`src/rtl/multicycle_controller.sv`:
```
// Multi-cycle RISC-V control FSM.
// Sequences the shared ALU and unified memory per instruction.
module multicycle_controller (
  input  logic       clk,
  input  logic       rst,
  input  logic [6:0] op,
  input  logic [2:0] funct3,
  input  logic [6:0] funct7,
  input  logic       Zero,
  input  logic       ALUResSign,
  output logic       PCWrite,
  output logic       AdrSrc,
  output logic       MemWrite,
  output logic       IRWrite,
  output logic       RegWrite,
  output logic [1:0] ResultSrc,
  output logic [1:0] ALUSrcA,
  output logic [1:0] ALUSrcB,
  output logic [2:0] ImmSrc,
  output logic [2:0] ALUControl,
  output logic       illegal
);

  typedef enum logic [3:0] {
    S_FETCH, S_DECODE, S_MEMADR, S_MEMREAD,
    S_MEMWB, S_MEMWRITE, S_EXECR, S_EXECI,
    S_ALUWB, S_BRANCH, S_JAL, S_JALRADR,
    S_JALRPC, S_LUI
  } state_t;

  localparam logic [6:0] OP_R    = 7'b0110011;
  localparam logic [6:0] OP_I    = 7'b0010011;
  localparam logic [6:0] OP_LW   = 7'b0000011;
  localparam logic [6:0] OP_SW   = 7'b0100011;
  localparam logic [6:0] OP_JALR = 7'b1100111;
  localparam logic [6:0] OP_BR   = 7'b1100011;
  localparam logic [6:0] OP_JAL  = 7'b1101111;
  localparam logic [6:0] OP_LUI  = 7'b0110111;

  localparam logic [2:0] IMM_I = 3'b000;
  localparam logic [2:0] IMM_S = 3'b001;
  localparam logic [2:0] IMM_B = 3'b010;
  localparam logic [2:0] IMM_J = 3'b011;
  localparam logic [2:0] IMM_U = 3'b100;

  localparam logic [2:0] ALU_ADD = 3'b000;
  localparam logic [2:0] ALU_SUB = 3'b001;
  localparam logic [2:0] ALU_AND = 3'b010;
  localparam logic [2:0] ALU_OR  = 3'b011;
  localparam logic [2:0] ALU_XOR = 3'b100;
  localparam logic [2:0] ALU_SLT = 3'b101;

  state_t     r_state;
  state_t     w_next;
  logic [2:0] w_alu_r;
  logic [2:0] w_alu_i;
  logic       w_take;
  logic       w_unused;

  assign w_unused = ^{funct7[6], funct7[4:0]};

  // ALU operation for R-type and I-ALU; I-ALU never subtracts
  always_comb begin
    w_alu_r = ALU_ADD;
    w_alu_i = ALU_ADD;
    case (funct3)
      3'b000: begin
        w_alu_r = funct7[5] ? ALU_SUB : ALU_ADD;
        w_alu_i = ALU_ADD;
      end
      3'b111: begin
        w_alu_r = ALU_AND;
        w_alu_i = ALU_AND;
      end
      3'b110: begin
        w_alu_r = ALU_OR;
        w_alu_i = ALU_OR;
      end
      3'b100: begin
        w_alu_r = ALU_XOR;
        w_alu_i = ALU_XOR;
      end
      3'b010: begin
        w_alu_r = ALU_SLT;
        w_alu_i = ALU_SLT;
      end
      default: begin
        w_alu_r = ALU_ADD;
        w_alu_i = ALU_ADD;
      end
    endcase
  end

  // Branch resolution from the flags of rs1 - rs2
  always_comb begin
    w_take = 1'b0;
    case (funct3)
      3'b000:  w_take = Zero;
      3'b001:  w_take = ~Zero;
      3'b100:  w_take = ALUResSign;
      3'b101:  w_take = ~ALUResSign;
      default: w_take = 1'b0;
    endcase
  end

  // State register; reset forces FETCH without a clock
  always_ff @(posedge clk or posedge rst) begin
    if (rst) r_state <= S_FETCH;
    else     r_state <= w_next;
  end

  // Next-state and control outputs per state
  always_comb begin
    w_next     = S_FETCH;
    PCWrite    = 1'b0;
    AdrSrc     = 1'b0;
    MemWrite   = 1'b0;
    IRWrite    = 1'b0;
    RegWrite   = 1'b0;
    ResultSrc  = 2'b00;
    ALUSrcA    = 2'b00;
    ALUSrcB    = 2'b00;
    ImmSrc     = IMM_I;
    ALUControl = ALU_ADD;
    illegal    = 1'b0;
    case (r_state)
      S_FETCH: begin
        IRWrite   = 1'b1;
        ALUSrcB   = 2'b10;
        ResultSrc = 2'b10;
        PCWrite   = 1'b1;
        w_next    = S_DECODE;
      end
      S_DECODE: begin
        ALUSrcA = 2'b01;
        ALUSrcB = 2'b01;
        case (op)
          OP_LW:   w_next = S_MEMADR;
          OP_SW: begin
            ImmSrc = IMM_S;
            w_next = S_MEMADR;
          end
          OP_R:    w_next = S_EXECR;
          OP_I:    w_next = S_EXECI;
          OP_BR: begin
            ImmSrc = IMM_B;
            w_next = S_BRANCH;
          end
          OP_JAL: begin
            ImmSrc = IMM_J;
            w_next = S_JAL;
          end
          OP_JALR: w_next = S_JALRADR;
          OP_LUI: begin
            ImmSrc = IMM_U;
            w_next = S_LUI;
          end
          default: begin
            illegal = 1'b1;
            w_next  = S_FETCH;
          end
        endcase
      end
      S_MEMADR: begin
        ALUSrcA = 2'b10;
        ALUSrcB = 2'b01;
        if (op == OP_SW) begin
          ImmSrc = IMM_S;
          w_next = S_MEMWRITE;
        end else begin
          w_next = S_MEMREAD;
        end
      end
      S_MEMREAD: begin
        AdrSrc = 1'b1;
        w_next = S_MEMWB;
      end
      S_MEMWB: begin
        ResultSrc = 2'b01;
        RegWrite  = 1'b1;
        w_next    = S_FETCH;
      end
      S_MEMWRITE: begin
        AdrSrc   = 1'b1;
        MemWrite = 1'b1;
        w_next   = S_FETCH;
      end
      S_EXECR: begin
        ALUSrcA    = 2'b10;
        ALUControl = w_alu_r;
        w_next     = S_ALUWB;
      end
      S_EXECI: begin
        ALUSrcA    = 2'b10;
        ALUSrcB    = 2'b01;
        ALUControl = w_alu_i;
        w_next     = S_ALUWB;
      end
      S_ALUWB: begin
        RegWrite = 1'b1;
        w_next   = S_FETCH;
      end
      S_BRANCH: begin
        ALUSrcA    = 2'b10;
        ALUControl = ALU_SUB;
        ImmSrc     = IMM_B;
        PCWrite    = w_take;
        w_next     = S_FETCH;
      end
      S_JAL: begin
        ALUSrcA = 2'b01;
        ALUSrcB = 2'b10;
        PCWrite = 1'b1;
        ImmSrc  = IMM_J;
        w_next  = S_ALUWB;
      end
      S_JALRADR: begin
        ALUSrcA = 2'b10;
        ALUSrcB = 2'b01;
        w_next  = S_JALRPC;
      end
      S_JALRPC: begin
        ALUSrcA = 2'b01;
        ALUSrcB = 2'b10;
        PCWrite = 1'b1;
        w_next  = S_ALUWB;
      end
      S_LUI: begin
        ResultSrc = 2'b11;
        ImmSrc    = IMM_U;
        RegWrite  = 1'b1;
        w_next    = S_FETCH;
      end
      default: w_next = S_FETCH;
    endcase
  end

endmodule

```
`config.mk`:
```
export PLATFORM = sky130hd
export DESIGN_NAME = multicycle_controller
export DESIGN_NICKNAME = d
export VERILOG_FILES = /design/src/rtl/multicycle_controller.sv
export SDC_FILE = /design/constraint.sdc
export NUM_CORES = 1
export LEC_CHECK = 0
export BUFFER_PORTS_ARGS = -buffer_cell sky130_fd_sc_hd__buf_2
export CAP_MARGIN = 15
export CORE_MARGIN = 2
export CORE_UTILIZATION = 40
export DETAILED_ROUTE_END_ITERATION = 16
export GPL_TIMING_DRIVEN = 0
export PLACE_DENSITY = 0.75
export SYNTH_ARGS = -nofsm -noshare
export SYNTH_HDL_FRONTEND = slang
export SYNTH_SLANG_ARGS = --single-unit
```
`constraint.sdc`:
```
create_clock -name clk -period 1.8 [get_ports clk]
set_clock_uncertainty 0.1 [all_clocks]
set_input_delay 0.18 -clock clk [delete_from_list [all_inputs] [get_ports clk]]
set_output_delay 0.18 -clock clk [all_outputs]
set_load 0.1 [all_outputs]
```
==> results.txt, run 1 <==
Outcome - finished with violations
Failing checks - negative setup slack
Die W - 45.6 um
Adder-Cell Fraction of Synth Area - 0
Main synth FF type - dfrtp_1
RSZ-0062 raised after global routing - true
Power Density - 1520 nW/um^2
P&R area growth vs syn - 128%
Post-synth EDFFs - 0
Max reg flops - 4
Overall Global Routing Usage - 0.312
Clock Pin Slew Worst Setup and Hold Paths - 0.05 ns
Area fraction of the dominant cell type after synthesis - 0.145
Multi-input gate area - 836 um^2
Placed cell areas - 1120 um^2
Synth Instances - 102
Static leakage - 0.000638 uW
Seq. cell area - 103 um^2
Number of diodes - 0
Crit Path Class - reg -> out
Max-Cap Viols - 0
Initial Utilization - 0.414
Detailed Place HPWL - 1640 um
FP Rows - 15
Place WS - -0.317 ns
Flops & latches, synth - 4
CP max-delay cell - dfrtp_1
Initial antenna violation count - 0
Largest family of logic cells by synthesized area - simple AND/OR/NAND/NOR gates
H-tree depth - 1
Fin crit period - 1.94 ns
Placed Cells - 149
Vias in the first global route - 960
Yosys warns - 0
Post-synthesis cell area - 692 um^2
Worst EP arrival - 1.66 ns
Relative slew margins - 0.729
Synth top area cells - dfrtp_1 14%, a21oi_1 8.0%, xnor2_1 5.1%
Core area - 1670 um^2
Core Util, Final - 0.943
Avg Inst Size Synth - 6.78 um^2
Final cell count without fillers - 165
Post-synthesis sequential area ratio - 0.145
Final GP Congestion - 0.832
Detail Route Antenna Nets - 0
First-pass DRT Iterations - 5
Synth Area in XOR/XNOR - 0.0886
Via density - 6.67
Residual DRC - 0
Setup crit start kind - flip-flop
Largest registers - r_state (4)
Crit-path cells - buf_6 > xor2_4 > o31ai_4 > o21bai_4 > buf_12
Synth Area in Compound Gates - 0.255
Share of async-settable or async-resettable flops after synthesis - 1.00
Layout cells sized above 1 - 0.622
Die height - 45.6 um
Max stage delay on crit path - 0.39 ns
CTS root buffer - clkbuf_4
Actual slew at the worst max-slew pin - 0.406 ns
Total number of vias - 1100
CTS tree - built
Skew-Pair Late Insertion Delay - 0.25 ns
Worst Hold Class - in -> reg
Post-synthesis mux area share - 0.0289
Setup crit end kind - output pin
Die footprint - 2080 um^2
Reg with most FFs - r_state
Worst VDD drop - 2.11 mV
Number of max-slew violations in the final report - 0
Global-route wire length before repair - 4600 um
NumNets Final - 170
Post-synth cell types - 39
Syn_nets - 123
Post-Synth Simple-Gate Area - 0.405
Port-buffer cells - 30
CTS Sinks - 4
Pin count of the biggest net entering global routing - 11
Worst endpoint required time - 1.52 ns
Crit Path Max Fanout - 9
Max Root-Sink Buffers - 2
Wirelength, routed - 3670 um
Setup violators final - 12
Boundary Pins - 39
Leading area contributor after synthesis - dfrtp_1
Design Area, Final - 1580 um^2
Hold Vio Cnt, Final - 0
Fillers - 48
Setup WS post-layout - -0.143 ns
Overflow after GRT - 0
CTS Buf Count - 3
Fmax - 515 MHz
Iteration-0 DRC Markers - 74
Drt wl/cell - 22.3 um
Tcrit/Tclk final - 1.08
## worst max-delay path, delay by kind of cell, from the launching register on
family,cells,cell delay (ns)
AO/OA/AOI/OAI,2,0.45
buffers and inverters,2,0.36
flip-flops,1,0.39
XOR/XNOR,1,0.21
## where the power goes
group | switching, uW | internal (uW)
Clock | 44.3 | 83.6
Sequential | 18.6 | 108
Combinational | 1350 | 784
Total | 1420 | 975
## routing by layer
layer  track usage  up-vias  part of all wire
li1              -      474                 -
met1         0.365      499              0.34
met2         0.589      105              0.51
met3        0.0397       22              0.11
met4        0.0765        0             0.042
met5             0        -                 0
## cell usage after synthesis, types with 2 or more instances
| library cell | count |
|---|---|
| a21oi_1 | 11 |
| nand2_1 | 9 |
| nor2_1 | 8 |
| nand2b_1 | 5 |
| nor3_1 | 5 |
| buf_2 | 4 |
| clkbuf_1 | 4 |
| dfrtp_1 | 4 |
| nor2b_1 | 4 |
| o31ai_1 | 4 |
| xnor2_1 | 4 |
| xor2_1 | 3 |
| a31oi_1 | 2 |
| and3_1 | 2 |
| inv_1 | 2 |
| inv_2 | 2 |
| mux2i_1 | 2 |
| nand3_1 | 2 |
| nand4_1 | 2 |
| nor3b_1 | 2 |
| o21ai_0 | 2 |
| o21ai_1 | 2 |
## cells in the final DEF, fill, tap and decap left out, drive strengths merged, types with 4 or more instances in the layout
| cell type | netlist | final |
|---|---|---|
| dfrtp | 4 | 4 |
| inv | 4 | 4 |
| buf | 5 | 47 |
| nor2b | 4 | 4 |
| nand2 | 9 | 9 |
| a21oi | 11 | 11 |
| clkbuf | 4 | 7 |
| o21ai | 4 | 4 |
| nor3 | 5 | 5 |
| nor2 | 8 | 8 |
| o31ai | 4 | 4 |
| xnor2 | 4 | 4 |
| nand2b | 5 | 5 |
## layout make-up
cell class	count	area share
clock buffer	4	0.0167
timing repair buffer	43	0.305
tap	17	0.0135
multi-input combinational	85	0.531
inverter	4	0.0111
sequential	4	0.0651
buffer	8	0.0580
## per-stage QoR
stage / setup TNS, ns / power, uW / hold slack (ns)
final: -0.720 / 2390 / 0.235
after global routing: -1.40 / 2450 / 0.222
after CTS: -0.285 / 2280 / 0.175
after detailed placement: -1.48 / 1650 / -0.0377
after global placement: -1.36 / 1640 / -0.0392
after floorplan: -1.71 / 1460 / -0.154
## cells by family (layout without fill, tap and decap cells)
logic type | after synthesis | in the layout
AO/OA/AOI/OAI | 28 | 28
XOR/XNOR | 7 | 7
multiplexers | 2 | 2
buffers and inverters | 13 | 59
flip-flops | 4 | 4
AND/OR/NAND/NOR | 48 | 48
## final timing paths
| kind | from | end | slack [ns] | cells past startpoint |
|---|---|---|---|---|
| worst max-delay path | r_state[2] | PCWrite | -0.14 | 5 |
| worst min-delay path | op[5] | r_state[3] | 0.23 | 3 |
| worst max register to register | r_state[2] | r_state[3] | 0.23 | 4 |
| worst min register to register | r_state[1] | r_state[2] | 0.59 | 2 |
| max in group asynchronous | rst | r_state[1] | 1.08 | 3 |
| min in group asynchronous | rst | r_state[2] | 0.30 | 3 |
## repair_timing
item / 4_1_cts / 5_1_grt
endpoints found under the hold margin: 4 / 0
endpoints found under the setup margin: 18 / 18
pin swaps: 7 / 1
gates resized for setup: 74 / 14
hold buffers: 1 / 0
buffers inserted: 10 / 2
No activity file was read; power rests on OpenSTA's default activity.
==> run 2: changes to the inputs <==
--- a/config.mk
+++ b/config.mk
@@ -5,13 +5,14 @@
 export SDC_FILE = /design/constraint.sdc
 export NUM_CORES = 1
 export LEC_CHECK = 0
+export ABC_AREA = 1
 export BUFFER_PORTS_ARGS = -buffer_cell sky130_fd_sc_hd__buf_2
 export CAP_MARGIN = 15
 export CORE_MARGIN = 2
-export CORE_UTILIZATION = 40
+export CORE_UTILIZATION = 42
 export DETAILED_ROUTE_END_ITERATION = 16
 export GPL_TIMING_DRIVEN = 0
-export PLACE_DENSITY = 0.75
+export PLACE_DENSITY = 0.79
 export SYNTH_ARGS = -nofsm -noshare
 export SYNTH_HDL_FRONTEND = slang
 export SYNTH_SLANG_ARGS = --single-unit
==> run 2 against run 1 <==
  * First-iteration DRC count is 77% lower
  * The flow still finishes with violations (negative setup slack)
  * Cell area is 20% lower
  * Sequential power is 25% higher
==> results.txt, run 2 <==
Outcome - finished with violations
Failing checks - negative setup slack
CTS tree - built
Max reg flops - 4
Static leakage - 0.000660 uW
CTS Sinks - 4
Initial antenna violation count - 0
Final GP Congestion - 0.826
Hold Vio Cnt, Final - 0
Crit Path Max Fanout - 6
Largest registers - r_state (4)
Switch share - 0.654
Core area - 1490 um^2
Initial Utilization - 0.445
Main synth FF type - dfrtp_1
Synth top area cells - nand2_1 22%, dfrtp_1 15%, nor2_1 11%
Iteration-0 DRC Markers - 17
Crit Path Class - reg -> out
Avg Inst Size Synth - 5.34 um^2
Sw power - 1300 uW
Relative slew margins - 0.678
Total number of vias - 980
Setup WS post-layout - -0.0709 ns
Vias in the first global route - 870
Boundary Pins - 39
Die height - 43.7 um
Fmax - 534 MHz
Commonest non-fill, non-tap cell in the layout - nand2_1
Flops & latches, synth - 4
Syn_nets - 145
Detailed Place HPWL - 1500 um
Layout cells sized above 1 - 0.512
Max-Cap Viols - 0
Clock Pin Slew Worst Setup and Hold Paths - 0.06 ns
Residual DRC - 0
Tcrit/Tclk final - 1.04
Worst endpoint required time - 1.52 ns
Yosys warns - 0
Global-route wire length before repair - 3800 um
Overall Global Routing Usage - 0.260
Design Area, Final - 1260 um^2
First-pass DRT Iterations - 4
Post-synthesis cell area - 662 um^2
Top-count cell post-synth - nand2_1
Power Density - 1570 nW/um^2
P&R area growth vs syn - 90.2%
Placed cell areas - 942 um^2
Reg with most FFs - r_state
Sequential share of power - 0.080
Gate power share - 0.852
Area fraction of the dominant cell type after synthesis - 0.216
Share of async-settable or async-resettable flops after synthesis - 1.00
Setup violators final - 10
H-tree depth - 1
Detail Route Antenna Nets - 0
Post-synth EDFFs - 0
Total internal power - 686 uW
Clock power frac - 0.068
Number of max-slew violations in the final report - 0
Pin count of the biggest net entering global routing - 7
Fin crit period - 1.87 ns
Die footprint - 1910 um^2
Hold slack - 0.246 ns
Worst VDD drop - 1.11 mV
Drt wl/cell - 14.0 um
Worst EP arrival - 1.59 ns
Die W - 43.7 um
Worst Hold Class - in -> async
Leading area contributor after synthesis - nand2_1
CTS root buffer - clkbuf_4
Max stage delay on crit path - 0.44 ns
Port-buffer cells - 32
Setup crit end kind - output pin
Post-synthesis sequential area ratio - 0.151
Crit-path cells - inv_4 > nand2_4 > nor2_8 > nand4_1 > nor2_4 > buf_12
Max Root-Sink Buffers - 2
Actual slew at the worst max-slew pin - 0.486 ns
Synth Instances - 124
Most frequent cells in the layout - 33 x nand2_1, 15 x inv_1, 15 x buf_2, 11 x nor2_1, 9 x nor2_4
Skew-Pair Late Insertion Delay - 0.25 ns
Post-synth cell types - 22
RSZ-0062 raised after global routing - true
CTS Buf Count - 3
FP Rows - 14
CP max-delay cell - dfrtp_1
Fillers - 86
Wirelength, routed - 2580 um
NumNets Final - 190
Overflow after GRT - 0
Setup crit start kind - flip-flop
Via density - 5.33
Number of diodes - 0
Synth top cells by count - 38 x nand2_1, 19 x nor2_1, 18 x inv_1, 9 x nand3_1, 6 x inv_2
run 2: per-layer routing:
| layer | vias up | track usage | wire length [um] |
|---|---|---|---|
| met1 | 459 | 0.313 | 1070 |
| met3 | 2 | 0.0417 | 110 |
| met2 | 39 | 0.482 | 1380 |
| met4 | 0 | 0.0485 | 12 |
| li1 | 480 | - | - |
| met5 | - | 0 | 0 |
run 2: area by class of cell:
type	instances	area, um^2	area share
Inverter	24	101	0.0805
Clock buffer	4	26.3	0.0209
Tap cell	16	20.0	0.0159
Multi-Input combinational cell	96	604	0.480
Sequential cell	4	104	0.0825
Timing Repair Buffer	40	403	0.320
run 2: final timing paths:
kind / startpoint / end / slack (ns) / cells past startpoint
setup / recovery: r_state[1] / illegal / -0.07 / 6
hold / removal: rst / r_state[1] / 0.25 / 3
setup reg to reg: r_state[1] / r_state[3] / 0.37 / 7
hold reg to reg: r_state[2] / r_state[2] / 0.61 / 3
max in group asynchronous: rst / r_state[3] / 1.15 / 3
min in group clk: op[3] / r_state[1] / 0.27 / 6
run 2: logic make-up after synthesis:
kind of cell,synth area share
buf+inv,0.136
flops,0.151
compound gates,0.112
simple gates,0.601
run 2: worst max-delay path, delay by kind of cell, from the launching register on:
family | cells | cell delay (ns)
flops | 1 | 0.44
buf+inv | 2 | 0.31
simple gates | 4 | 0.58
run 2: what timing repair did:
action,4_1_cts,5_1_grt
gates resized for setup,46,23
hold endpoints to repair,4,0
pin swaps,4,8
buffers inserted,3,4
hold buffers,1,0
endpoints found under the setup margin,17,16
run 2: through the flow:
step	instances	util	setup TNS (ns)	setup WS, ns	power [uW]
CTS	180	0.771	-0.0468	-0.0315	1840
global placement	172	0.633	-0.212	-0.0762	1470
global route	184	0.845	-0.995	-0.121	2040
floorplan	124	-	-1.97	-0.593	1310
finish	184	0.845	-0.307	-0.0709	1980
detailed placement	172	0.633	-0.379	-0.0915	1480
run 2: power by group through the flow:
stage	Sequential, uW	Combinational [uW]	Clock, uW
finish	158	1690	134
global route	160	1740	140
CTS	152	1560	127
detailed placement	148	1330	0
global placement	146	1320	0
floorplan	143	1170	0
